===== src/rtl/wb_cmd_pkg.sv =====
`default_nettype none
// ============================================================================
// Module      : wb_cmd_pkg
// Description : Shared definitions for the Wishbone command master: FSM state
//               encoding, timeout response data and the default timeout.
// Ports       : none (package)
// Revision    : 1.0 - initial release
// ============================================================================
package wb_cmd_pkg;

    // Width of the bus-cycle timeout counter.
    localparam int unsigned c_CNT_W = 16;

    // Default number of bus cycles without an ack before a transfer aborts.
    localparam int unsigned c_DEFAULT_TIMEOUT_CYCLES = 255;

    // Read data returned with a timed-out transfer.
    localparam logic [31:0] c_TIMEOUT_DATA = 32'hDEAD_BEEF;

    // Explicit 2-bit state encodings.
    localparam logic [1:0] c_ST_IDLE = 2'd0;
    localparam logic [1:0] c_ST_BUS  = 2'd1;
    localparam logic [1:0] c_ST_RESP = 2'd2;

    typedef enum logic [1:0] {
        ST_IDLE = c_ST_IDLE,
        ST_BUS  = c_ST_BUS,
        ST_RESP = c_ST_RESP
    } state_t;

endpackage : wb_cmd_pkg
`default_nettype wire


===== src/rtl/wb_timeout_cnt.sv =====
`default_nettype none
// ============================================================================
// Module      : wb_timeout_cnt
// Description : Saturating up-counter that flags when the number of counted
//               cycles has reached a programmable limit.
// Ports       : clk     - clock, rising edge
//               rst     - synchronous active-high reset
//               clr     - synchronous clear of the count
//               en      - count enable (one increment per cycle)
//               limit   - count value at which expired asserts
//               expired - high while count >= limit
// Revision    : 1.0 - initial release
// ============================================================================
module wb_timeout_cnt #(
    parameter int unsigned CNT_W = 16
) (
    input  logic             clk,
    input  logic             rst,
    input  logic             clr,
    input  logic             en,
    input  logic [CNT_W-1:0] limit,
    output logic             expired
);

    localparam logic [CNT_W-1:0] c_ONE = {{(CNT_W-1){1'b0}}, 1'b1};
    localparam logic [CNT_W-1:0] c_MAX = {CNT_W{1'b1}};

    logic [CNT_W-1:0] r_count;

    // Count holds at all-ones rather than wrapping back to zero, so a very
    // long stall can never masquerade as a fresh transfer.
    always_ff @(posedge clk) begin
        if (rst || clr) begin
            r_count <= '0;
        end else if (en && (r_count != c_MAX)) begin
            r_count <= r_count + c_ONE;
        end
    end

    assign expired = (r_count >= limit);

endmodule : wb_timeout_cnt
`default_nettype wire


===== src/rtl/wb_cmd_master.sv =====
`default_nettype none
// ============================================================================
// Module      : wb_cmd_master
// Description : Single-transfer command-to-Wishbone bridge. Accepts one
//               command, runs one classic Wishbone cycle with a timeout, and
//               returns the read data / error flag on a valid-ready response.
// Ports       : wb_clk_i, wb_rst_i          - clock, synchronous reset
//               cmd_valid_i/cmd_ready_o     - command handshake
//               cmd_we_i/adr_i/dat_i/sel_i  - command fields
//               rsp_valid_o/rsp_ready_i     - response handshake
//               rsp_dat_o/rsp_err_o         - read data, timeout flag
//               wbm_*                       - Wishbone master port
//               busy_o                      - FSM not idle
// Revision    : 1.0 - initial release
// ============================================================================
module wb_cmd_master
    import wb_cmd_pkg::*;
#(
    parameter int unsigned TIMEOUT_CYCLES = c_DEFAULT_TIMEOUT_CYCLES,
    parameter int unsigned ADR_W          = 32
) (
    input  logic             wb_clk_i,
    input  logic             wb_rst_i,
    // command
    input  logic             cmd_valid_i,
    output logic             cmd_ready_o,
    input  logic             cmd_we_i,
    input  logic [ADR_W-1:0] cmd_adr_i,
    input  logic [31:0]      cmd_dat_i,
    input  logic [3:0]       cmd_sel_i,
    // response
    output logic             rsp_valid_o,
    input  logic             rsp_ready_i,
    output logic [31:0]      rsp_dat_o,
    output logic             rsp_err_o,
    // wishbone master
    output logic             wbm_cyc_o,
    output logic             wbm_stb_o,
    output logic             wbm_we_o,
    output logic [3:0]       wbm_sel_o,
    output logic [ADR_W-1:0] wbm_adr_o,
    output logic [31:0]      wbm_dat_o,
    input  logic [31:0]      wbm_dat_i,
    input  logic             wbm_ack_i,
    // status
    output logic             busy_o
);

    // Counter value at which the transfer is abandoned (count starts at 0 in
    // the first bus cycle, so TIMEOUT_CYCLES bus cycles elapse in total).
    localparam logic [c_CNT_W-1:0] c_LIMIT = 16'(TIMEOUT_CYCLES - 1);

    state_t            r_state;
    state_t            w_state_nxt;
    logic              r_armed;

    logic              w_cmd_ready;
    logic              w_accept;
    logic              w_bus;
    logic              w_rsp_valid;
    logic              w_ack_take;
    logic              w_to_take;
    logic              w_expired;

    logic              r_we;
    logic [ADR_W-1:0]  r_adr;
    logic [31:0]       r_dat;
    logic [3:0]        r_sel;
    logic [31:0]       r_rsp_dat;
    logic              r_rsp_err;

    // ------------------------------------------------------------------
    // State register. r_armed holds the command port closed for the first
    // cycle after reset so that cmd_ready_o is low throughout reset.
    // ------------------------------------------------------------------
    always_ff @(posedge wb_clk_i) begin
        if (wb_rst_i) begin
            r_state <= ST_IDLE;
            r_armed <= 1'b0;
        end else begin
            r_state <= w_state_nxt;
            r_armed <= 1'b1;
        end
    end

    // ------------------------------------------------------------------
    // Next-state and control decode
    // ------------------------------------------------------------------
    always_comb begin
        w_state_nxt = r_state;
        w_cmd_ready = 1'b0;
        w_accept    = 1'b0;
        w_bus       = 1'b0;
        w_rsp_valid = 1'b0;
        w_ack_take  = 1'b0;
        w_to_take   = 1'b0;
        case (r_state)
            ST_IDLE: begin
                w_cmd_ready = r_armed;
                if (cmd_valid_i && r_armed) begin
                    w_accept    = 1'b1;
                    w_state_nxt = ST_BUS;
                end
            end
            ST_BUS: begin
                w_bus = 1'b1;
                // Ack is checked first so it wins over a coincident timeout.
                if (wbm_ack_i) begin
                    w_ack_take  = 1'b1;
                    w_state_nxt = ST_RESP;
                end else if (w_expired) begin
                    w_to_take   = 1'b1;
                    w_state_nxt = ST_RESP;
                end
            end
            ST_RESP: begin
                w_rsp_valid = 1'b1;
                if (rsp_ready_i) begin
                    w_state_nxt = ST_IDLE;
                end
            end
            default: begin
                w_state_nxt = ST_IDLE;
            end
        endcase
    end

    // ------------------------------------------------------------------
    // Request and response registers. Response fields only change on the
    // BUS exit edge, which keeps them stable for the whole RESP phase.
    // ------------------------------------------------------------------
    always_ff @(posedge wb_clk_i) begin
        if (wb_rst_i) begin
            r_we      <= 1'b0;
            r_adr     <= '0;
            r_dat     <= '0;
            r_sel     <= '0;
            r_rsp_dat <= '0;
            r_rsp_err <= 1'b0;
        end else begin
            if (w_accept) begin
                r_we  <= cmd_we_i;
                r_adr <= cmd_adr_i;
                r_dat <= cmd_dat_i;
                r_sel <= cmd_sel_i;
            end
            if (w_ack_take) begin
                r_rsp_dat <= r_we ? 32'h0 : wbm_dat_i;
                r_rsp_err <= 1'b0;
            end else if (w_to_take) begin
                r_rsp_dat <= c_TIMEOUT_DATA;
                r_rsp_err <= 1'b1;
            end
        end
    end

    // ------------------------------------------------------------------
    // Bus-cycle timeout counter: cleared on accept, counts in BUS.
    // ------------------------------------------------------------------
    wb_timeout_cnt #(
        .CNT_W   (c_CNT_W)
    ) u_timeout_cnt (
        .clk     (wb_clk_i),
        .rst     (wb_rst_i),
        .clr     (w_accept),
        .en      (w_bus),
        .limit   (c_LIMIT),
        .expired (w_expired)
    );

    // ------------------------------------------------------------------
    // Outputs
    // ------------------------------------------------------------------
    assign cmd_ready_o = w_cmd_ready;
    assign rsp_valid_o = w_rsp_valid;
    assign rsp_dat_o   = r_rsp_dat;
    assign rsp_err_o   = r_rsp_err;
    assign wbm_cyc_o   = w_bus;
    assign wbm_stb_o   = w_bus;
    assign wbm_we_o    = r_we;
    assign wbm_sel_o   = r_sel;
    assign wbm_adr_o   = r_adr;
    assign wbm_dat_o   = r_dat;
    assign busy_o      = (r_state != ST_IDLE);

endmodule : wb_cmd_master
`default_nettype wire


===== config.mk =====
export PLATFORM = sky130hd
export DESIGN_NAME = wb_cmd_master
export DESIGN_NICKNAME = d
export VERILOG_FILES = /design/src/rtl/wb_cmd_pkg.sv /design/src/rtl/wb_timeout_cnt.sv /design/src/rtl/wb_cmd_master.sv
export SDC_FILE = /design/constraint.sdc
export NUM_CORES = 1
export LEC_CHECK = 0
export CORE_ASPECT_RATIO = 0.9
export CORE_MARGIN = 5
export CORE_UTILIZATION = 41
export CTS_CLUSTER_DIAMETER = 60
export CTS_CLUSTER_SIZE = 16
export DETAILED_ROUTE_END_ITERATION = 10
export PLACE_DENSITY = 0.8
export SLEW_MARGIN = 10
export SYNTH_ARGS = -nofsm -noshare
export SYNTH_HDL_FRONTEND = slang
export SYNTH_SLANG_ARGS = --single-unit

===== constraint.sdc =====
create_clock -name wb_clk_i -period 2.5 [get_ports wb_clk_i]
set_input_delay 0.75 -clock wb_clk_i [delete_from_list [all_inputs] [get_ports wb_clk_i]]
set_output_delay 0.75 -clock wb_clk_i [all_outputs]
set_load 0.02 [all_outputs]

==> qor.txt, run 1 <==
clk_lat worst skew: 0.41 ns
achievable frequency: 417 MHz
crit path kind: reg2out
cts hold-fix bufs: 0
via/cell ratio: 5.19
n_diodes: 0
H-tree level count: 4
Critical Path RT: 1.75 ns
TNS Setup: 0 ns
RSZ-0062 raised after global routing: no
R2R Setup Slk: 0.52 ns
number of port buffers: 212
fin crit period: 2.40 ns
fin nets: 836
most frequent cells in the layout: clkdlybuf4s50_1 (207), nand2_1 (146), dfxtp_1 (121), a21oi_1 (109), o2bb2ai_1 (23)
1st-pass router iterations: 4
Min-Delay Path Class: reg2reg
1st-iter DRT viols: 340
worst hold endpoint: wbm_adr_o[9]
DIE AREA: 13100 um^2
fin. max-slew vios: 0
Inst Count DP: 842
Via Count: 4536
hold path startpoint: wbm_adr_o[9]
die width: 120 um
Post-Syn Area: 4470 um^2
CTS buffer count: 17
synthesized instance count: 522
post-synthesis sequential area ratio: 0.542
I/O Pins: 213
GP Congestion: 0.778
crit start category: flip-flop
register bit total from synthesis: 121
share of cells above drive strength 1: 0.0769
num rows: 36
maximum vdd drop: 0.454 mV
first-pass GRT wire length: 22.7 mm
Slew @ Worst Pin: 0.749 ns
vias in the first global route: 4621
syn avg cell area: 8.56 um^2
Slew HR: 0.500
Leak: 2.62 nW
WL/cell: 16.5 um
Post-CTS Setup Bufs: 0
FF-to-FF End: rsp_dat_o[14]
most common cell after layout, fill and taps aside: clkdlybuf4s50_1
pwr dens: 712 nW/um^2
status: completed
pre-CTS WS: 0.140 ns
CORE AREA: 10800 um^2
Worst-path clk slew: 0.05 ns
Clock Sinks: 121
Register-to-Register Path Depth: 5
Max-Cap Viols: 0
CP Data Arrival Time: 1.65 ns
Crit. End Element: output pin
Initial Utilization: 0.415
die height: 109 um
Post-synth EDFFs: 0
Root Driver: clkbuf_16
CTS resizes: 4
ANT nets after route: 0
final hold viol count: 0
Main synth FF type: dfxtp_1
CTS Buffer Depth: 2
Worst path max stage delay: 0.47 ns
synth unique cells: 40
# setup viols final: 0
synth-to-layout area growth: 64.8%
hold-critical path depth: 2
ys async rst share: 0
CP Cell Sequence: nand2b_1, inv_1, dlygate4sd2_1
gr usage total: 0.222
total grt overflow: 0
final worst-path cycle share: 0.959
clock skew: 0.00731 ns
post-DP HPWL: 10.1 mm
final core utilization: 0.684
pin count of the biggest net entering global routing: 59
Post-Syn Nets: 630
Post-route DRC: 0
non-filler cells, final: 874
warnings from Yosys: 0
total wire length: 14.4 mm
post-route setup slack: 0.104 ns
slowest CP cell: dfxtp_1
initial antenna violation count: 0
FF-to-FF Start: r_state[1]
total power: 5.24 mW
CTS tree: yes
CP Max Fanout: 6
==> worst max-delay path by stage <==
stage	endpoint	from	slack, ns
global route	wbm_cyc_o	r_state[0]	0.01
floorplan	u_timeout_cnt.r_count[14]	u_timeout_cnt.r_count[1]	0.74
detailed placement	wbm_adr_o[25]	cmd_valid_i	0.14
global placement	wbm_adr_o[25]	cmd_valid_i	0.23
finish	wbm_cyc_o	r_state[0]	0.10
CTS	cmd_ready_o	r_state[1]	0.01
==> synth_stat cells, drive strengths merged, types with 4 or more instances <==
master   instances  area, um^2
inv              7        26.3
nand4            6        52.6
nand3            5        25.0
or3              9        63.8
nand2          146         548
o21ai            9        45.0
nor4             4        25.0
clkbuf          33         124
o2bb2ai         23         201
nor2             6        22.5
o31ai            5        37.5
dfxtp          121        2420
or4              5        38.8
a21oi          109         546
a22o             8        70.1
==> registers in the layout (all words and copies together) (netlist names) <==
name and count:
r_armed 1, r_state 2, rsp_dat_o 32, rsp_err_o 1, u_timeout_cnt.r_count 16, wbm_adr_o 32
wbm_dat_o 32, wbm_sel_o 4, wbm_we_o 1
==> critical path, delay by kind of cell (launching register included) <==
kind	cells	cell delay, ns
buffers and inverters	2	0.59
DFF	1	0.47
and+or+nand+nor	1	0.18
==> layer usage <==
| metal | share of wire | track usage | vias to the layer above |
|---|---|---|---|
| met5 | 0 | 0 | - |
| met4 | 0.019 | 0.0899 | 0 |
| met3 | 0.080 | 0.0991 | 23 |
| met2 | 0.52 | 0.391 | 166 |
| met1 | 0.38 | 0.233 | 2123 |
| li1 | - | - | 2224 |
==> stage by stage <==
step | area (um^2) | hold WS [ns]
6_report | 7360 | 0.452
5_1_grt | 7360 | 0.465
4_1_cts | 7360 | 0.453
3_5_place_dp | 6730 | 0.445
3_3_place_gp | 6730 | 0.442
2_1_floorplan | 4470 | 0.452
==> final cells by class <==
class	count	area, um^2
fill	838	3400
clock inverter	12	173
inverter	7	26.3
sequential	121	2420
tap	133	166
timing repair buffer	223	2220
multi-input combinational	358	1900
clock buffer	20	457
==> report_power, final <==
| group | switching [mW] | leakage (nW) | internal, mW |
|---|---|---|---|
| logic | 0.298 | 1.35 | 0.329 |
| registers | 0.0399 | 0.984 | 2.00 |
| clock network | 0.858 | 0.294 | 1.71 |
| total | 1.20 | 2.62 | 4.04 |
==> logic make-up (layout without fill, tap and decap cells) <==
kind of cell	count (synthesis)	after routing	share of synthesized area
flip-flops	121	121	0.542
adder cells (fa/ha/maj)	2	2	0.00560
multiplexers	1	1	0.00224
buffers and inverters	43	262	0.0395
AO/OA/AOI/OAI	160	160	0.215
AND/OR/NAND/NOR	194	194	0.194
XOR/XNOR	1	1	0.00196
No activity file was read; power rests on OpenSTA's default activity.
==> inputs of run 2 (changes only) <==
- CORE_MARGIN: 5 -> 2
- GPL_ROUTABILITY_DRIVEN: unset -> 0
- RECOVER_POWER: unset -> 100
==> run 2 against run 1 <==
Against the previous run:
- sequential power is essentially flat
- critical path depth did not move
- highest routed layer unchanged
- critical path type unchanged
- count of clock-buffer cells in the layout unchanged
- global-route usage up 1.7 points
- clock skew grew 0.0019 ns
- sequential share of layout area rose by 0.12 points
- clock power hardly changed
- register-to-register slack about the same
- flip-flop and latch count unchanged
==> qor.txt, run 2 (synthesis gave the netlist of run 1 again) <==
total wire length: 14.0 mm
FF-to-FF Start: u_timeout_cnt.r_count[1]
number of port buffers: 212
Initial Utilization: 0.417
final worst-path cycle share: 0.947
total grt overflow: 0
n_diodes: 0
fin area: 7340 um^2
# setup viols final: 0
fin. max-slew vios: 0
clock skew: 0.00922 ns
Clock Sinks: 121
pin count of the biggest net entering global routing: 72
fill count: 849
RSZ-0062 raised after global routing: no
final core utilization: 0.684
H-tree level count: 4
Worst path max stage delay: 0.60 ns
slowest CP cell: clkdlybuf4s50_1
die height: 103 um
ANT nets after route: 0
1st-pass router iterations: 4
Min Hold Slack: 0.450 ns
cts hold-fix bufs: 0
fin crit period: 2.37 ns
first-pass GRT wire length: 21.9 mm
CTS tree: yes
gr usage total: 0.239
Slew HR: 0.274
DIE AREA: 11700 um^2
CORE AREA: 10700 um^2
initial antenna violation count: 0
FF/Latch Area: 2420 um^2
achievable frequency: 422 MHz
maximum vdd drop: 0.458 mV
most common cell after layout, fill and taps aside: nand2_1
crit path kind: reg2out
fin nets: 837
1st-iter DRT viols: 214
synth-to-layout area growth: 64.2%
I/O Pins: 213
clk_lat worst skew: 0.41 ns
vias in the first global route: 4424
Root Driver: clkbuf_16
num rows: 36
Post-CTS Setup Bufs: 0
Max-Cap Viols: 0
WL/cell: 16.0 um
final hold viol count: 0
Leak: 2.93 nW
Critical Path RT: 1.75 ns
die width: 114 um
Via Count: 4526
Post-route DRC: 0
TNS Setup: 0 ns
Min-Delay Path Class: reg2reg
post-DP HPWL: 9.80 mm
CTS Buffer Depth: 2
Slew @ Worst Pin: 1.09 ns
CP Data Arrival Time: 1.62 ns
most frequent cells in the layout: nand2_1 (146), dfxtp_1 (121), a21oi_1 (109), clkdlybuf4s50_1 (104), dlygate4sd3_1 (103)
status: completed
dpl cell area: 6750 um^2
hold path startpoint: wbm_adr_o[30]
share of cells above drive strength 1: 0.0755
total power: 5.22 mW
Crit. End Element: output pin
crit start category: flip-flop
CTS buffer count: 17
Worst-path clk slew: 0.06 ns
CP Cell Sequence: nor2_2, inv_1, clkdlybuf4s50_1
via/cell ratio: 5.17
CP delay by family, top: buffers and inverters
pwr dens: 712 nW/um^2
CP Max Fanout: 6
WP buf/inv: 2
area of the multi-input gates: 1890 um^2
Critical Path Start: r_state[0]
## run 2: cell count changes in the layout (fill, tap and decap cells not counted), sizes merged
cell | before | now
clkinvlp | 5 | 2
clkinv | 3 | 6
clkdlybuf4s50 | 207 | 104
buf | 12 | 9
clkbuf | 20 | 25
dlymetal6s2s | 1 | 0
dlygate4sd3 | 0 | 103
## run 2: final cells by class
| type | count | share of cell area |
|---|---|---|
| clock buffers | 20 | 0.0623 |
| well taps | 133 | 0.0227 |
| clock inverters | 12 | 0.0235 |
| multi-input cells | 358 | 0.258 |
| inverters | 7 | 0.00358 |
| repair buffers | 224 | 0.300 |
| flip-flops and latches | 121 | 0.330 |
## run 2: stage by stage
step | setup slack [ns] | instances
final | 0.132 | 875
after global routing | 0.0469 | 875
after CTS | 0.0280 | 875
after detailed placement | 0.221 | 843
after global placement | 0.298 | 843
after floorplan | 0.740 | 522
## run 2: path summary, 6_finish.rpt
kind	to	slack (ns)	depth (start not counted)
setup / recovery	busy_o	0.13	3
hold / removal	wbm_adr_o[30]	0.45	2
setup reg to reg	u_timeout_cnt.r_count[14]	0.52	5
hold reg to reg	wbm_adr_o[30]	0.45	2
## run 2: worst reg2reg max path, delay by kind of cell, from the launching register on
| kind | cells | cell delay [ns] |
|---|---|---|
| simple gates | 3 | 1.11 |
| flops | 1 | 0.42 |
| compound gates | 1 | 0.15 |
| fa+ha+maj | 1 | 0.22 |
## run 2: what timing repair did
action	4_1_cts	5_1_grt
endpoints found under the hold margin	0	0
setup endpoints to repair	4	1
gates resized for setup	4	1
## run 2: metal layers
| metal | GRT usage | wire length, um | vias up |
|---|---|---|---|
| met2 | 0.419 | 7300 | 143 |
| met5 | 0 | 0 | - |
| met1 | 0.266 | 5470 | 2129 |
| met4 | 0.0994 | 304 | 0 |
| li1 | - | - | 2231 |
| met3 | 0.0852 | 933 | 23 |
## run 2: report_power, final
| group | internal [mW] | switching [mW] |
|---|---|---|
| clock | 1.72 | 0.868 |
| sequential | 2.00 | 0.0379 |
| combinational | 0.301 | 0.299 |
| total | 4.02 | 1.20 |
==> inputs of run 3 (changes only) <==
- PLACE_DENSITY: 0.8 -> unset
- PLACE_DENSITY_LB_ADDON: unset -> 0.2
==> run 3 against run 2 <==
Against the previous run:
- flip-flop and latch count is the same
- design area is essentially flat
- clock skew grew 0.0012 ns
- fmax shrank 1.2%
- worst setup slack lost 0.028 ns
- critical endpoint unchanged
- combinational power is essentially flat
- hold slack lost 0.0027 ns
- count of clock-buffer cells in the layout shrank 2
- routed wire length shrank 3.9%
- sequential share of layout area is essentially flat
- critical path type unchanged
- utilization is essentially flat
- clock power is essentially flat
==> qor.txt, run 3 (synthesis gave the netlist of run 1 again) <==
Critical Path RT: 1.75 ns
crit start category: flip-flop
hold path startpoint: wbm_adr_o[28]
fin crit period: 2.40 ns
fin nets: 836
H-tree level count: 4
CTS buffer count: 17
total grt overflow: 0
ANT nets after route: 0
final core utilization: 0.684
Post-route DRC: 0
Post-CTS Setup Bufs: 0
# setup viols final: 0
Via Count: 4497
clock skew: 0.0104 ns
1st-pass router iterations: 5
Leak: 2.92 nW
vias in the first global route: 4278
Min-Delay Path Class: reg2reg
CTS tree: yes
achievable frequency: 417 MHz
worst hold endpoint: wbm_adr_o[28]
hold-critical path depth: 2
WL/cell: 15.4 um
CORE AREA: 10700 um^2
final worst-path cycle share: 0.959
die height: 103 um
Clock Sinks: 121
Root Driver: clkbuf_16
post-route setup slack: 0.104 ns
maximum vdd drop: 0.518 mV
clk_lat worst skew: 0.41 ns
RSZ-0062 raised after global routing: no
CP Max Fanout: 6
total wire length: 13.4 mm
initial antenna violation count: 0
Inst Count DP: 842
FF-to-FF Start: u_timeout_cnt.r_count[0]
post-DP HPWL: 9.34 mm
crit path kind: reg2out
share of cells above drive strength 1: 0.0729
via/cell ratio: 5.15
fill count: 890
TNS Setup: 0 ns
n_diodes: 0
pwr dens: 710 nW/um^2
first-pass GRT wire length: 20.8 mm
Min Hold Slack: 0.447 ns
non-filler cells, final: 874
FF-to-FF End: rsp_dat_o[30]
Max-Cap Viols: 0
Register-to-Register Path Depth: 7
die width: 114 um
Slew HR: 0.416
CP Data Arrival Time: 1.65 ns
Slew @ Worst Pin: 0.864 ns
final hold viol count: 0
gr usage total: 0.226
DIE AREA: 11700 um^2
pin count of the biggest net entering global routing: 69
pre-CTS WS: 0.184 ns
1st-iter DRT viols: 157
R2R Setup Slk: 0.47 ns
most frequent cells in the layout: nand2_1 (146), dfxtp_1 (121), a21oi_1 (109), dlygate4sd3_1 (104), clkdlybuf4s50_1 (103)
synth-to-layout area growth: 64.1%
fin. max-slew vios: 0
Initial Utilization: 0.417
I/O Pins: 213
Crit. End Element: output pin
CTS Buffer Depth: 2
number of port buffers: 212
most common cell after layout, fill and taps aside: nand2_1
status: completed
num rows: 36
Worst-path clk slew: 0.06 ns
## run 3: area by class of cell
class,instances,area [um^2],share of cell area
clock buffer,18,429,0.0585
clock inverter,14,196,0.0268
inverter,7,26.3,0.00358
multi-input combinational,358,1880,0.256
sequential,121,2420,0.330
tap,133,166,0.0227
timing repair buffer,223,2220,0.302
## run 3: what timing repair did
action                                  4_1_cts  5_1_grt
endpoints found under the setup margin        3        2
hold buffers                                  0        0
gates resized for setup                       3        2
## run 3: worst max-delay path by stage
stage                                        start                   endpoint  slack (ns)  cells past startpoint
after detailed placement                 wbm_ack_i              rsp_dat_o[24]        0.18                      4
final                                   r_state[0]                     busy_o        0.10                      3
after global placement                   wbm_ack_i               rsp_dat_o[4]        0.26                      4
after global routing                    r_state[1]                     busy_o        0.04                      3
after floorplan           u_timeout_cnt.r_count[1]  u_timeout_cnt.r_count[14]        0.74                      5
after CTS                               r_state[1]                rsp_valid_o        0.01                      2
## run 3: worst max-delay path: stages (launching register included)
cell           delay, ns
dfxtp_1             0.44
nor2_2              0.08
inv_1               0.06
dlygate4sd3_1       0.67
## run 3: stage by stage
step / total power [mW] / cell area, um^2
CTS: 5.29 / 7370
floorplan: 2.34 / 4470
finish: 5.21 / 7330
detailed placement: 2.71 / 6750
global route: 5.40 / 7330
global placement: 2.70 / 6750
## run 3: per-layer routing
layer / part of all wire / GRT usage / vias up
li1: - / - / 2231
met1: 0.39 / 0.251 / 2098
met2: 0.51 / 0.386 / 144
met3: 0.083 / 0.0976 / 24
met4: 0.022 / 0.0919 / 0
met5: 0 / 0 / -
## run 3: report_power, final
| group | internal (mW) | switching, mW | total (mW) | leakage [nW] |
|---|---|---|---|---|
| Clock | 1.67 | 0.897 | 2.57 | 0.297 |
| Combinational | 0.302 | 0.296 | 0.598 | 1.64 |
| Sequential | 2.00 | 0.0360 | 2.04 | 0.984 |
| Total | 3.98 | 1.23 | 5.21 | 2.92 |
